==> config.mk <==
export PLATFORM = sky130hd
export DESIGN_NAME = mix_tree_sequencer_flat
export DESIGN_NICKNAME = d
export VERILOG_FILES = /design/src/rtl/mfda_ctrl_pkg.sv /design/src/rtl/mix_tree_sequencer_if.sv /design/src/rtl/mix_tree_sequencer_phase_timer.sv /design/src/rtl/mix_tree_sequencer.sv /design/src/flat_wrapper.sv
export SDC_FILE = /design/constraint.sdc
export NUM_CORES = 1
export LEC_CHECK = 0
export ABC_CLOCK_PERIOD_IN_PS = 6900
export BUFFER_PORTS_ARGS = -buffer_cell sky130_fd_sc_hd__clkbuf_2
export CORE_UTILIZATION = 63
export CTS_BUF_LIST = sky130_fd_sc_hd__clkbuf_2
export DETAILED_ROUTE_END_ITERATION = 10
export PLACE_DENSITY = 0.95
export SLEW_MARGIN = 10
export SYNTH_ARGS = -nofsm -noshare
export SYNTH_HDL_FRONTEND = slang
export SYNTH_SLANG_ARGS = --single-unit
==> constraint.sdc <==
create_clock -name clk -period 6.9 [get_ports clk]
set_input_delay 0.69 -clock clk [delete_from_list [all_inputs] [get_ports clk]]
set_output_delay 0.69 -clock clk [all_outputs]
set_load 0.02 [all_outputs]
==> src/rtl/mfda_ctrl_pkg.sv <==
// Shared definitions for the microfluidic tree controllers.
// Holds the controller state set, the phase-length type and a sizing helper.
package mfda_ctrl_pkg;

  typedef enum logic [2:0] {
    ST_IDLE,
    ST_PRIME,
    ST_FILL,
    ST_MIX,
    ST_XFER,
    ST_FLUSH,
    ST_DONE
  } ctrl_state_e;

  typedef int unsigned phase_len_t;

  function automatic phase_len_t max_len(input phase_len_t a, input phase_len_t b);
    return (a > b) ? a : b;
  endfunction

endpackage

==> src/rtl/mix_tree_sequencer_if.sv <==
// Run-control, pump handshake and valve/actuator bundle of the mix tree sequencer.
// The master side is the sequencer; the slave side is the host/driver bank.
interface mix_tree_sequencer_if #(
  parameter int NUM_STAGES = 7
) ();

  localparam int STAGE_W = (NUM_STAGES > 1) ? $clog2(NUM_STAGES) : 1;

  logic                  start;
  logic                  abort;
  logic                  pump_ack;
  logic                  pump_req;
  logic [NUM_STAGES-1:0] inlet_vlv;
  logic [NUM_STAGES-1:0] mix_en;
  logic [NUM_STAGES-1:0] outlet_vlv;
  logic [STAGE_W-1:0]    stage_idx;
  logic                  busy;
  logic                  done;
  logic                  aborted;

  modport master (
    input  start, abort, pump_ack,
    output pump_req, inlet_vlv, mix_en, outlet_vlv, stage_idx, busy, done, aborted
  );

  modport slave (
    output start, abort, pump_ack,
    input  pump_req, inlet_vlv, mix_en, outlet_vlv, stage_idx, busy, done, aborted
  );

endinterface

==> src/rtl/mix_tree_sequencer_phase_timer.sv <==
// Loadable down-counter timing one phase; tc marks the last cycle of the phase.
// Load takes priority over hold, and the count never wraps below zero.
module phase_timer #(
  parameter int WIDTH = 8
) (
  input  logic             clk,
  input  logic             rst,
  input  logic             load,
  input  logic             hold,
  input  logic [WIDTH-1:0] load_val,
  output logic             tc
);

  logic [WIDTH-1:0] count_q, count_d;

  always_comb begin
    count_d = count_q;
    if (load) begin
      count_d = load_val;
    end else if (!hold && (count_q != '0)) begin
      count_d = count_q - WIDTH'(1);
    end
  end

  always_ff @(posedge clk or posedge rst) begin
    if (rst) begin
      count_q <= '0;
    end else begin
      count_q <= count_d;
    end
  end

  assign tc = (count_q == WIDTH'(1));

endmodule

==> src/rtl/mix_tree_sequencer.sv <==
// Sequences one sample batch through the split-mixer tree: prime, per-row fill/mix/transfer, flush.
// All outputs are registered from the next state, so nothing on the bus depends combinationally on inputs.
module mix_tree_sequencer
  import mfda_ctrl_pkg::*;
#(
  parameter int                    NUM_STAGES = 7,
  parameter phase_len_t            FILL_CYC   = 16,
  parameter phase_len_t            MIX_CYC    = 64,
  parameter phase_len_t            XFER_CYC   = 8,
  parameter phase_len_t            FLUSH_CYC  = 32,
  parameter logic [NUM_STAGES-1:0] MIX_MASK   = 7'b1011111
) (
  input  logic                 clk,
  input  logic                 rst,
  mix_tree_sequencer_if.master bus
);

  localparam int STAGE_W = (NUM_STAGES > 1) ? $clog2(NUM_STAGES) : 1;
  localparam int CNT_W   = $clog2(max_len(max_len(FILL_CYC, MIX_CYC),
                                          max_len(XFER_CYC, FLUSH_CYC)) + 1);

  typedef logic [CNT_W-1:0]   cnt_t;
  typedef logic [STAGE_W-1:0] stage_t;

  localparam stage_t LAST_STAGE = stage_t'(NUM_STAGES - 1);

  ctrl_state_e           state_q, state_d;
  stage_t                stage_q, stage_d;
  logic                  abort_flag_q, abort_flag_d;
  logic                  tmr_load, tmr_tc, in_phase, stall;
  cnt_t                  tmr_val;
  logic [NUM_STAGES-1:0] stage_bit;
  logic [NUM_STAGES-1:0] inlet_q, inlet_d, mix_q, mix_d, outlet_q, outlet_d;
  logic                  pump_req_q, pump_req_d, busy_q, busy_d;
  logic                  done_q, done_d, aborted_q, aborted_d;

  phase_timer #(.WIDTH(CNT_W)) u_timer (
    .clk      (clk),
    .rst      (rst),
    .load     (tmr_load),
    .hold     (stall),
    .load_val (tmr_val),
    .tc       (tmr_tc)
  );

  assign in_phase = (state_q == ST_FILL) || (state_q == ST_MIX) || (state_q == ST_XFER);
  assign stall    = in_phase && !bus.pump_ack;

  always_comb begin
    state_d      = state_q;
    stage_d      = stage_q;
    abort_flag_d = abort_flag_q;
    tmr_load     = 1'b0;
    tmr_val      = '0;
    case (state_q)
      ST_IDLE: begin
        if (bus.start) begin
          state_d      = ST_PRIME;
          stage_d      = '0;
          abort_flag_d = 1'b0;
        end
      end
      ST_PRIME: begin
        if (bus.pump_ack) begin
          state_d  = ST_FILL;
          stage_d  = '0;
          tmr_load = 1'b1;
          tmr_val  = cnt_t'(FILL_CYC);
        end
      end
      ST_FILL: begin
        if (tmr_tc && bus.pump_ack) begin
          tmr_load = 1'b1;
          if (MIX_MASK[stage_q]) begin
            state_d = ST_MIX;
            tmr_val = cnt_t'(MIX_CYC);
          end else begin
            state_d = ST_XFER;
            tmr_val = cnt_t'(XFER_CYC);
          end
        end
      end
      ST_MIX: begin
        if (tmr_tc && bus.pump_ack) begin
          state_d  = ST_XFER;
          tmr_load = 1'b1;
          tmr_val  = cnt_t'(XFER_CYC);
        end
      end
      ST_XFER: begin
        if (tmr_tc && bus.pump_ack) begin
          tmr_load = 1'b1;
          if (stage_q == LAST_STAGE) begin
            state_d = ST_FLUSH;
            tmr_val = cnt_t'(FLUSH_CYC);
          end else begin
            state_d = ST_FILL;
            stage_d = stage_q + stage_t'(1);
            tmr_val = cnt_t'(FILL_CYC);
          end
        end
      end
      ST_FLUSH: begin
        if (tmr_tc) begin
          state_d = abort_flag_q ? ST_IDLE : ST_DONE;
        end
      end
      ST_DONE: begin
        state_d = ST_IDLE;
      end
      default: begin
        state_d = ST_IDLE;
      end
    endcase

    // Abort overrides any phase exit decided above, including a coinciding final count.
    if (bus.abort && ((state_q == ST_PRIME) || in_phase)) begin
      state_d      = ST_FLUSH;
      abort_flag_d = 1'b1;
      tmr_load     = 1'b1;
      tmr_val      = cnt_t'(FLUSH_CYC);
    end
  end

  always_comb begin
    stage_bit          = '0;
    stage_bit[stage_d] = 1'b1;
    pump_req_d = (state_d != ST_IDLE) && (state_d != ST_DONE);
    busy_d     = (state_d != ST_IDLE);
    done_d     = (state_d == ST_DONE);
    aborted_d  = (state_q == ST_FLUSH) && (state_d == ST_IDLE);
    // A phase entered or held while pressure is missing shows all valves closed.
    inlet_d    = ((state_d == ST_FILL) && bus.pump_ack) ? stage_bit : '0;
    mix_d      = ((state_d == ST_MIX) && bus.pump_ack) ? stage_bit : '0;
    if (state_d == ST_FLUSH) begin
      outlet_d = '1;
    end else begin
      outlet_d = ((state_d == ST_XFER) && bus.pump_ack) ? stage_bit : '0;
    end
  end

  always_ff @(posedge clk or posedge rst) begin
    if (rst) begin
      state_q      <= ST_IDLE;
      stage_q      <= '0;
      abort_flag_q <= 1'b0;
      inlet_q      <= '0;
      mix_q        <= '0;
      outlet_q     <= '0;
      pump_req_q   <= 1'b0;
      busy_q       <= 1'b0;
      done_q       <= 1'b0;
      aborted_q    <= 1'b0;
    end else begin
      state_q      <= state_d;
      stage_q      <= stage_d;
      abort_flag_q <= abort_flag_d;
      inlet_q      <= inlet_d;
      mix_q        <= mix_d;
      outlet_q     <= outlet_d;
      pump_req_q   <= pump_req_d;
      busy_q       <= busy_d;
      done_q       <= done_d;
      aborted_q    <= aborted_d;
    end
  end

  assign bus.pump_req   = pump_req_q;
  assign bus.inlet_vlv  = inlet_q;
  assign bus.mix_en     = mix_q;
  assign bus.outlet_vlv = outlet_q;
  assign bus.stage_idx  = stage_q;
  assign bus.busy       = busy_q;
  assign bus.done       = done_q;
  assign bus.aborted    = aborted_q;

endmodule

==> src/flat_wrapper.sv <==
// flat-port wrapper written by rule: the top's interface ports become plain ports
module mix_tree_sequencer_flat import mfda_ctrl_pkg::*;
#(
  parameter int                    NUM_STAGES = 7,
  parameter phase_len_t            FILL_CYC   = 16,
  parameter phase_len_t            MIX_CYC    = 64,
  parameter phase_len_t            XFER_CYC   = 8,
  parameter phase_len_t            FLUSH_CYC  = 32,
  parameter logic [NUM_STAGES-1:0] MIX_MASK   = 7'b1011111
)
  (clk, rst, bus_start, bus_abort, bus_pump_ack, bus_pump_req, bus_inlet_vlv, bus_mix_en, bus_outlet_vlv, bus_stage_idx, bus_busy, bus_done, bus_aborted);
  mix_tree_sequencer_if #(.NUM_STAGES(NUM_STAGES)) bus_i ();
  input  logic clk;
  input  logic rst;
  input wire logic [$bits(bus_i.start)-1:0] bus_start;
  input wire logic [$bits(bus_i.abort)-1:0] bus_abort;
  input wire logic [$bits(bus_i.pump_ack)-1:0] bus_pump_ack;
  output wire logic [$bits(bus_i.pump_req)-1:0] bus_pump_req;
  output wire logic [$bits(bus_i.inlet_vlv)-1:0] bus_inlet_vlv;
  output wire logic [$bits(bus_i.mix_en)-1:0] bus_mix_en;
  output wire logic [$bits(bus_i.outlet_vlv)-1:0] bus_outlet_vlv;
  output wire logic [$bits(bus_i.stage_idx)-1:0] bus_stage_idx;
  output wire logic [$bits(bus_i.busy)-1:0] bus_busy;
  output wire logic [$bits(bus_i.done)-1:0] bus_done;
  output wire logic [$bits(bus_i.aborted)-1:0] bus_aborted;
  assign bus_i.start = bus_start;
  assign bus_i.abort = bus_abort;
  assign bus_i.pump_ack = bus_pump_ack;
  assign bus_pump_req = bus_i.pump_req;
  assign bus_inlet_vlv = bus_i.inlet_vlv;
  assign bus_mix_en = bus_i.mix_en;
  assign bus_outlet_vlv = bus_i.outlet_vlv;
  assign bus_stage_idx = bus_i.stage_idx;
  assign bus_busy = bus_i.busy;
  assign bus_done = bus_i.done;
  assign bus_aborted = bus_i.aborted;
  mix_tree_sequencer #(.NUM_STAGES(NUM_STAGES), .FILL_CYC(FILL_CYC), .MIX_CYC(MIX_CYC), .XFER_CYC(XFER_CYC), .FLUSH_CYC(FLUSH_CYC), .MIX_MASK(MIX_MASK)) u_core (.clk(clk), .rst(rst), .bus(bus_i));
endmodule
Word-level counts from Yosys, hierarchy flattened
Memory sizes are Yosys's and may differ from the RTL's.
Index checks and enable logic that the tools add are counted.
{"block": "word_totals", "mem_count": 1, "elab_cells": 94, "reg_bits": 39, "in_bits": 5, "output_inout_bits": 28, "romBits": 8}
{"name": "(name not given)", "words": 8, "word_bits": 1, "rd": 1, "rd_ports_with_merged_regs": 0, "wr": 0, "line": "mix_tree_sequencer.sv:74", "source": "if (MIX_MASK[stage_q]) begin"}
{"block": "classes", "order_cmp": 3, "addsub": 2, "eq_ne": 13, "mux": 40, "reduce_logical": 24}
{"op": "two-way mux 7 bit", "n": 10}
{"op": "two-way mux 3 bit", "n": 14}
{"op": "case mux 7 bit (4 select lines)", "n": 1}
{"op": "equality test 3 bit, second input constant", "n": 6}
{"op": "case mux 3 bit (6 select lines)", "n": 1}
{"op": "equality test 3 x 2 -> 1 bit, second input constant", "n": 4}
{"op": "logical AND 1 bit", "n": 10}
{"op": "case mux 3 bit (3 select lines)", "n": 1}
{"op": "< comparator 3 x 4 -> 1 bit, second input constant", "n": 2}
{"op": "two-way mux 1 bit", "n": 8}
{"op": "equality test 7 x 1 -> 1 bit, second input constant", "n": 1}
{"op": "nonzero test 7 bit", "n": 1}
{"op": "subtractor 7 x 1 -> 7 bit, second input constant", "n": 1}
{"op": "zero test 3 bit", "n": 2}
{"op": "two-way mux 6 bit", "n": 1}
{"op": "nonzero test 2 bit", "n": 3}
{"op": "two-way mux 5 bit", "n": 1}
{"op": "two-way mux 4 bit", "n": 1}
{"op": "adder 3 x 1 -> 3 bit, second input constant", "n": 1}
{"op": "demux 1 bit (select 3 bit)", "n": 1}
{"op": "equality test 3 x 1 -> 1 bit, second input constant", "n": 1}
{"op": ">= comparator 3 x 1 -> 1 bit, second input constant", "n": 1}
{"op": "logical OR 1 bit", "n": 3}
{"op": "!= test 3 bit, second input constant", "n": 1}
{"op": "5 further kinds", "n": 6}

Logic depth before layout (Yosys ltp)
Gate-level depths: netlist of run 1.
{"block": "depth", "depth_word": 10, "ltp_mapped": 9}

Hierarchy
From an unflattened synthesis of run 1, not the netlist that was laid out.
{"block": "unflattened", "cells_unflattened": 217, "area_unflattened_um2": 2168.3}
{"module": "mix_tree_sequencer", "seq_area_each_um2": 800.8, "instances": 1, "cells_per_inst": 163, "area_per_inst_um2": 1702.9}
{"module": "phase_timer", "seq_area_each_um2": 175.2, "instances": 1, "cells_per_inst": 54, "area_per_inst_um2": 465.4}

Worst setup path before layout of run 1
No wires, ideal clock.
{"block": "synth_timing", "path_type": "register to register", "startpoint": "reg u_core.stage_q[1] (netlist: u_core.bus.stage_idx[1])", "endpoint": "reg u_core.busy_q (netlist: u_core.bus.busy)", "slack_ps": 4322, "synth_period_minus_slack_ps": 2578, "t_arrival_ps": 2454, "stages_incl_launch_ff": 10, "setup_ps": 124, "cell_sequence": "dfrtp_1 inv_1 ha_1 and2_2 or2_2 a2111oi_4 inv_2 or3_1 buf_6 or2_1"}
{"block": "synth_via", "elab_chain_len": 7, "word_cells_on_any_way": 10, "classes_between": "1 x eq/ne; 7 x mux; 1 x reduce/logical; 1 x memory"}
{"item": "from (decl)", "line": "mix_tree_sequencer.sv:28", "source": "stage_t stage_q, stage_d;"}
{"item": "from (signal assigned)", "line": "mix_tree_sequencer.sv:156", "source": "stage_q <= stage_d;"}
{"item": "memory (8 x 1 bit)"}
{"item": "two-way mux 1 bit (not written as such)", "line": "mix_tree_sequencer.sv:74"}
{"item": "two-way mux 3 bit", "line": "mix_tree_sequencer.sv:74"}
{"item": "two-way mux 3 bit", "line": "mix_tree_sequencer.sv:72", "source": "if (tmr_tc && bus.pump_ack) begin"}
{"item": "case mux 3 bit (6 select lines) (*)", "line": "mix_tree_sequencer.sv:55", "source": "case (state_q)"}
{"item": "two-way mux 3 bit (*)", "line": "mix_tree_sequencer.sv:117", "source": "if (bus.abort && ((state_q == ST_PRIME) || in_phase)) begin"}
{"item": "via u_core.state_d[2]", "line": "mix_tree_sequencer.sv:27", "source": "ctrl_state_e state_q, state_d;"}
{"item": "nonzero test 3 bit (*)", "line": "mix_tree_sequencer.sv:129", "source": "busy_d = (state_d != ST_IDLE);"}
{"item": "via u_core.busy_d", "line": "mix_tree_sequencer.sv:34", "source": "logic pump_req_q, pump_req_d, busy_q, busy_d;"}
{"item": "to (signal assigned)", "line": "mix_tree_sequencer.sv:162", "source": "busy_q <= busy_d;"}
{"item": "to (decl)", "line": "mix_tree_sequencer.sv:34"}
Mark *: on every way through the listed nets, which the timed path passes. The rest lies on a longest branch. The select of a mux whose other input is x is not followed.
A chain may end at the register's enable or synchronous reset.

Final worst setup path of run 1
{"block": "layout_timing", "startpoint": "reg u_core.u_timer.count_q[1]", "endpoint": "reg u_core.busy_q (netlist: u_core.bus.busy)"}
{"block": "layout_via", "elab_chain_len": 6, "word_cells_on_any_way": 9, "classes_between": "1 x eq/ne; 6 x mux; 2 x reduce/logical"}
{"item": "from (decl)", "line": "mix_tree_sequencer_phase_timer.sv:14", "source": "logic [WIDTH-1:0] count_q, count_d;"}
{"item": "from (signal assigned)", "line": "mix_tree_sequencer_phase_timer.sv:29", "source": "count_q <= count_d;"}
{"item": "equality test 7 x 1 -> 1 bit (*)", "line": "mix_tree_sequencer_phase_timer.sv:33", "source": "assign tc = (count_q == WIDTH'(1));"}
{"item": "logical AND 1 bit", "line": "mix_tree_sequencer.sv:72, mix_tree_sequencer.sv:84, mix_tree_sequencer.sv:91"}
{"item": "two-way mux 3 bit (on tied branches)", "line": "mix_tree_sequencer.sv:91, mix_tree_sequencer.sv:72, mix_tree_sequencer.sv:84"}
{"item": "case mux 3 bit (6 select lines) (*)", "line": "mix_tree_sequencer.sv:55"}
{"item": "two-way mux 3 bit (*)", "line": "mix_tree_sequencer.sv:117"}
{"item": "via u_core.state_d[2]", "line": "mix_tree_sequencer.sv:27"}
{"item": "nonzero test 3 bit (*)", "line": "mix_tree_sequencer.sv:129"}
{"item": "via u_core.busy_d", "line": "mix_tree_sequencer.sv:34"}
Mark *: on every way through the listed nets, which the timed path passes. The rest lies on a longest branch.

==> results.md, run 1 <==
- Status: completed
- Startpoint types: register
- Clock slew at reported path FFs: 0.20 ns
- Share of cells above drive strength 1: 27.3%
- WP data arrival: 3.18 ns
- Fraction of registers with async set or reset after synthesis: 100%
- Final hold violation count: 0
- DRC viols: 0
- Total Wirelength: 4830 um
- Critical path capture point type: register
- Worst hold slack: 0.328 ns
- Vias per inst: 6.49
- Synth Area per Inst: 10.4 um2
- CTS Root Cell: clkbuf_2
- Skew final: 0.0149 ns
- Starting Density: 66.8%
- Die Span X: 61.7 um
- Fin util: 72.5%
- Distinct cell type count after synthesis: 69
- Largest net degree at the start of global routing: 40
- Port Buffers: 32
- Ys flop type: dfrtp_1
- Hold_buf cts: 0
- Total grt overflow: 0
- Clock sinks: 39
- Period minus WS final: 2.87 ns
- Ant. Diodes: 0
- Slew @ Worst Pin: 0.869 ns
- F_max: 348 MHz
- Vias in the first global route: 1633
- Final setup vio count: 0
- Routability cong.: 0.855
- Global-route wire length before repair: 7750 um
- Fillers: 241
- R2R Path Start: u_core.u_timer.count_q[1]
- Setup TNS: 0 ns
- Worst Hold Class: input pin to asynchronous set/reset pin
- Max IR drop VDD: 0.264 mV
- Lkg Pwr: 1.07 nW
- Area Growth Syn to Fin: 8.64%
- MaxCap Viol Count: 0
- Postcts setup bufs: 0
- Post_cts resized: 0
- Final ANT Viol Nets: 0
- Post-Syn Instances: 216
- RSZ-0062 raised after global routing: no
- Iteration-0 DRC Markers: 154
- Minimum setup slack among reg-to-reg paths: 4.03 ns
- Syn nets: 227
- Register-to-Register Path Depth: 8
- Io pins: 33
- Sequential share of the synthesized area: 43.5%
- Post-synthesis cell area: 2250 um2
- Initial antenna violation count: 0
- CTS tree: done
- Ys Warns: 0
- Total number of vias: 1889
- Design Power: 0.00109 W
- Die Y: 61.7 um
- Final HPWL DP: 3370 um
- Worst-path maximum fanout: 10
- Max Slew Vio Count: 0
- Worst slew margin: 41.6%
- Commonest non-fill, non-tap cell in the layout: dfrtp_1
- CTS Buf Count: 5
- Clock Latency Late Sink: 0.41 ns
- Core Region: 3360 um2
- Worst reg2reg endpoint: u_core.bus.busy
- Die area: 3810 um2
- PD cells: 448 nW/um2
- Yosys reg bits: 39
- Worst setup startpoint: u_core.u_timer.count_q[1]
- Worst EP required: 7.21 ns
- Crit path to: u_core.bus.busy
- Nets@finish: 255
- Drt first pass iters: 5
- EDFF count, synth: 0
- Fin crit share: 41.6%
- Commonest cells after routing, fill and taps aside: dfrtp_1, clkbuf_2, nor3_1
- Maximum buffer depth of the clock tree: 2
- Critical path class: register to register
- Total track usage: 28.0%
- Level count of the clock H-tree: 2
- Core Rows: 21
- Drt wl/cell: 16.6 um
==> kinds of logic (layout without fill, tap and decap cells) <==
group / Yosys count / in the layout / share of synthesized area [%]
AND/OR/NAND/NOR: 88 / 88 / 24.2
AO/OA/AOI/OAI: 56 / 56 / 21.3
flip-flops: 39 / 39 / 43.5
buffers and inverters: 24 / 53 / 6.46
adder cells (fa/ha/maj): 6 / 6 / 3.34
XOR/XNOR: 2 / 2 / 0.780
multiplexers: 1 / 1 / 0.501
==> area by class of cell <==
type	count	area [um2]	area share, %
repair buffers	33	168	6.87
flip-flops and latches	39	976	40.0
clock inverters	3	43.8	1.79
multi-input cells	153	1120	46.1
inverters	12	45.0	1.85
well taps	46	57.6	2.36
clock buffers	5	25.0	1.03
==> worst min-delay path by stage <==
stage | endpoint | slack (ns) | from | cells past startpoint
global placement | u_core.bus.done | 0.54 | u_core.abort_flag_q | 1
CTS | u_core.u_timer.count_q[3] | 0.35 | rst | 3
global route | u_core.bus.inlet_vlv[4] | 0.37 | rst | 3
floorplan | u_core.bus.done | 0.48 | u_core.abort_flag_q | 1
finish | u_core.bus.inlet_vlv[4] | 0.33 | rst | 3
detailed placement | u_core.bus.done | 0.54 | u_core.abort_flag_q | 1
==> metal layers <==
layer / up-vias / GRT usage [%] / wire length (um)
li1: 880 / - / -
met1: 883 / 38.6 / 2050
met2: 108 / 43.6 / 2290
met3: 18 / 6.21 / 391
met4: 0 / 10.2 / 108
met5: - / 0 / 0
==> power by group <==
group | internal (W) | switching (W) | total, W
registers | 0.000294 | 0.0000903 | 0.000384
clock network | 0.0000614 | 0.0000778 | 0.000139
logic | 0.000217 | 0.000352 | 0.000569
total | 0.000572 | 0.000520 | 0.00109
==> registers in the layout, summed over array words and instances, names as in the netlist <==
name                    cells
u_core.bus.aborted          1
u_core.bus.inlet_vlv        7
u_core.abort_flag_q         1
u_core.u_timer.count_q      7
u_core.bus.done             1
u_core.bus.busy             1
u_core.bus.stage_idx        3
u_core.bus.mix_en           7
u_core.state_q              3
u_core.bus.pump_req         1
u_core.bus.outlet_vlv       7
==> stage by stage <==
stage | setup slack [ns] | instance area, um2 | instances
floorplan | 4.32 | 2250 | 216
global placement | 4.09 | 2370 | 283
detailed placement | 3.97 | 2370 | 283
CTS | 4.10 | 2440 | 291
global route | 3.89 | 2440 | 291
finish | 4.03 | 2440 | 291
==> cell usage after synthesis (2+ instances only) <==
| cell type | n | area (um2) |
|---|---|---|
| o22a_1 | 2 | 17.5 |
| a211oi_1 | 9 | 67.6 |
| buf_6 | 4 | 45.0 |
| a21oi_1 | 5 | 25.0 |
| nand3_1 | 11 | 55.1 |
| nand4bb_1 | 2 | 22.5 |
| nand2b_1 | 3 | 18.8 |
| nor4_1 | 3 | 18.8 |
| a31o_2 | 2 | 17.5 |
| nor2b_1 | 2 | 12.5 |
| inv_1 | 11 | 41.3 |
| nand4_1 | 4 | 25.0 |
| nand2_1 | 6 | 22.5 |
| nor3_1 | 17 | 85.1 |
| ha_1 | 6 | 75.1 |
| o21ba_2 | 2 | 20.0 |
| or3b_2 | 2 | 17.5 |
| o21ai_0 | 3 | 15.0 |
| nor3b_1 | 4 | 30.0 |
| a31oi_1 | 5 | 31.3 |
| clkbuf_8 | 2 | 27.5 |
| clkbuf_1 | 4 | 15.0 |
| o211ai_1 | 5 | 37.5 |
| or3_1 | 4 | 25.0 |
| dfrtp_1 | 39 | 976 |
| a21o_1 | 2 | 15.0 |
| and3_1 | 3 | 18.8 |
| or2_2 | 2 | 12.5 |
| o211ai_2 | 2 | 25.0 |
| nor2_1 | 11 | 41.3 |
==> critical path: stages, from the launching register on <==
cell       delay [ns]
dfrtp_1          0.45
inv_1            0.11
ha_1             0.23
nor3b_1          0.40
a31oi_1          0.24
a2111oi_4        0.56
inv_2            0.07
or3_1            0.46
or2_1            0.25
Power figures use the tool's default switching activity.
==> run 2, diff against run 1 <==
--- a/config.mk
+++ b/config.mk
@@ -5,12 +5,12 @@
 export SDC_FILE = /design/constraint.sdc
 export NUM_CORES = 1
 export LEC_CHECK = 0
-export ABC_CLOCK_PERIOD_IN_PS = 6900
+export ABC_CLOCK_PERIOD_IN_PS = 2900
 export BUFFER_PORTS_ARGS = -buffer_cell sky130_fd_sc_hd__clkbuf_2
-export CORE_UTILIZATION = 63
+export CORE_UTILIZATION = 59
 export CTS_BUF_LIST = sky130_fd_sc_hd__clkbuf_2
 export DETAILED_ROUTE_END_ITERATION = 10
-export PLACE_DENSITY = 0.95
+export PLACE_DENSITY = 0.91
 export SLEW_MARGIN = 10
 export SYNTH_ARGS = -nofsm -noshare
 export SYNTH_HDL_FRONTEND = slang
==> constraint.sdc (replaced) <==
create_clock -name clk -period 2.9 [get_ports clk]
set_input_delay 0.29 -clock clk [delete_from_list [all_inputs] [get_ports clk]]
set_output_delay 0.29 -clock clk [all_outputs]
set_load 0.02 [all_outputs]
==> run 2 against run 1 <==
Net effect: highest routed layer unchanged; die area is 6.6% higher; largest power group unchanged; clock-buffer cell count unchanged; first-iteration DRC count rose by 18%; final area is 3.3% higher; combinational power grew to 2.7 times the previous value; critical path depth fell by 1; hold slack worse by 0.15 ns; global-route usage decreased by 1.6 points; wire length rose by 4.1%; clock skew is 0.012 ns higher; via count up 2.2%; clock power increased by 140%; largest cell class unchanged.
==> results.md, run 2 (synthesis gave the netlist of run 1 again) <==
- Commonest cells after routing, fill and taps aside: dfrtp_1, clkbuf_2, nor3_1
- CP Buf/Inv Count: 1
- Starting Density: 61.3%
- Max IR drop VDD: 0.590 mV
- Worst hold slack: 0.176 ns
- Delay-heaviest family, CP: simple AND/OR/NAND/NOR gates
- Ant. Diodes: 0
- Final ANT Viol Nets: 0
- WP data arrival: 2.99 ns
- Total track usage: 26.4%
- Final hold violation count: 0
- Drt first pass iters: 5
- Fin crit share: 90.5%
- PnR worst setup slack: 0.274 ns
- Slew @ Worst Pin: 0.563 ns
- Fillers: 269
- PD cells: 1080 nW/um2
- CP Cell Sequence: inv_1 > ha_1 > or4bb_2 > or4_1 > o21a_1 > a41oi_1 > o311a_1
- Vias per inst: 6.37
- Fin util: 68.8%
- Largest net degree at the start of global routing: 40
- Routability cong.: 0.948
- CTS Buf Count: 5
- Worst slew margin: 62.1%
- Core Region: 3660 um2
- Global-route wire length before repair: 8260 um
- Worst-path maximum fanout: 5
- Status: completed
- Worst Hold Class: input pin to register
- Clock slew at reported path FFs: 0.20 ns
- Total grt overflow: 0
- Drt wl/cell: 16.6 um
- Io pins: 33
- Maximum buffer depth of the clock tree: 2
- Lkg Pwr: 1.12 nW
- Die Y: 63.7 um
- Critical path capture point type: register
- CTS tree: done
- RSZ-0062 raised after global routing: no
- Level count of the clock H-tree: 2
- Startpoint types: register
- CTS Root Cell: clkbuf_2
- Total number of vias: 1930
- Max Slew Vio Count: 0
- Clock Latency Late Sink: 0.43 ns
- DRC viols: 0
- Nets@finish: 265
- Commonest non-fill, non-tap cell in the layout: dfrtp_1
- Area Growth Syn to Fin: 12.2%
- Core Rows: 22
- Max incr delay on CP: 0.62 ns
- Layout Cells excl Fill: 303
- Pre-CTS setup slack: 0.169 ns
- Total Wirelength: 5030 um
- Post_cts resized: 0
- MaxCap Viol Count: 0
- Final setup vio count: 0
- Cells after DPL: 291
- Share of cells above drive strength 1: 29.8%
- Die Span X: 63.7 um
- Final HPWL DP: 3630 um
- Worst EP required: 3.26 ns
- Clock sinks: 39
- Slowest-stage cell, CP: or4bb_2
- Die area: 4060 um2
- Vias in the first global route: 1795
- Setup TNS: 0 ns
- Critical path class: register to register
- Initial antenna violation count: 0
- Iteration-0 DRC Markers: 182
- Period minus WS final: 2.63 ns
- F_max: 381 MHz
- Port Buffers: 32
- Skew final: 0.0266 ns
## run 2: repair_timing
action / CTS / global route
hold buffers: 1 / 0
setup endpoints to repair: 0 / 9
buffers inserted: 0 / 3
hold endpoints to repair: 39 / 0
## run 2: final timing paths
check                           depth (start not counted)                        end  slack [ns]                       from
worst min-delay path                                    3        u_core.abort_flag_q        0.18                  bus_abort
min in group asynchronous                               4    u_core.bus.inlet_vlv[2]        0.47                        rst
worst min register to register                          2  u_core.u_timer.count_q[1]        0.61  u_core.u_timer.count_q[1]
worst max-delay path                                    7  u_core.u_timer.count_q[6]        0.27  u_core.u_timer.count_q[1]
worst max register to register                          7  u_core.u_timer.count_q[6]        0.27  u_core.u_timer.count_q[1]
max in group asynchronous                               4  u_core.u_timer.count_q[3]        2.09                        rst
## run 2: metrics by stage
stage,cell area (um2),power (W)
2_1_floorplan,2250,0.00204
3_3_place_gp,2420,0.00225
3_5_place_dp,2420,0.00231
4_1_cts,2500,0.00264
5_1_grt,2520,0.00291
6_report,2520,0.00273
## run 2: routing by layer
metal | part of all wire, % | GRT usage, %
met4 | 1.7 | 8.24
met5 | 0 | 0
met2 | 50 | 46.3
met3 | 7.0 | 4.89
met1 | 41 | 32.7
## run 2: area by class of cell
type	count	area, um2	share of cell area [%]
inverters	12	45.0	1.79
flip-flops and latches	39	976	38.7
well taps	48	60.1	2.38
multi-input cells	153	1120	44.6
clock buffers	5	25.0	0.993
repair buffers	43	245	9.73
clock inverters	3	43.8	1.74
## run 2: power by group
group          switching [W]  leakage [nW]  internal [W]
clock network       0.000190        0.0429      0.000146
registers           0.000168         0.505      0.000700
logic               0.000905         0.572      0.000619
## run 2: worst register-to-register path, delay by kind of cell, from the launching register on
kind,cells,cell delay (ns)
and+or+nand+nor,2,1.22
AOI/OAI and AO/OA,3,0.58
DFF,1,0.44
adders and majority gates,1,0.23
buffers and inverters,1,0.11
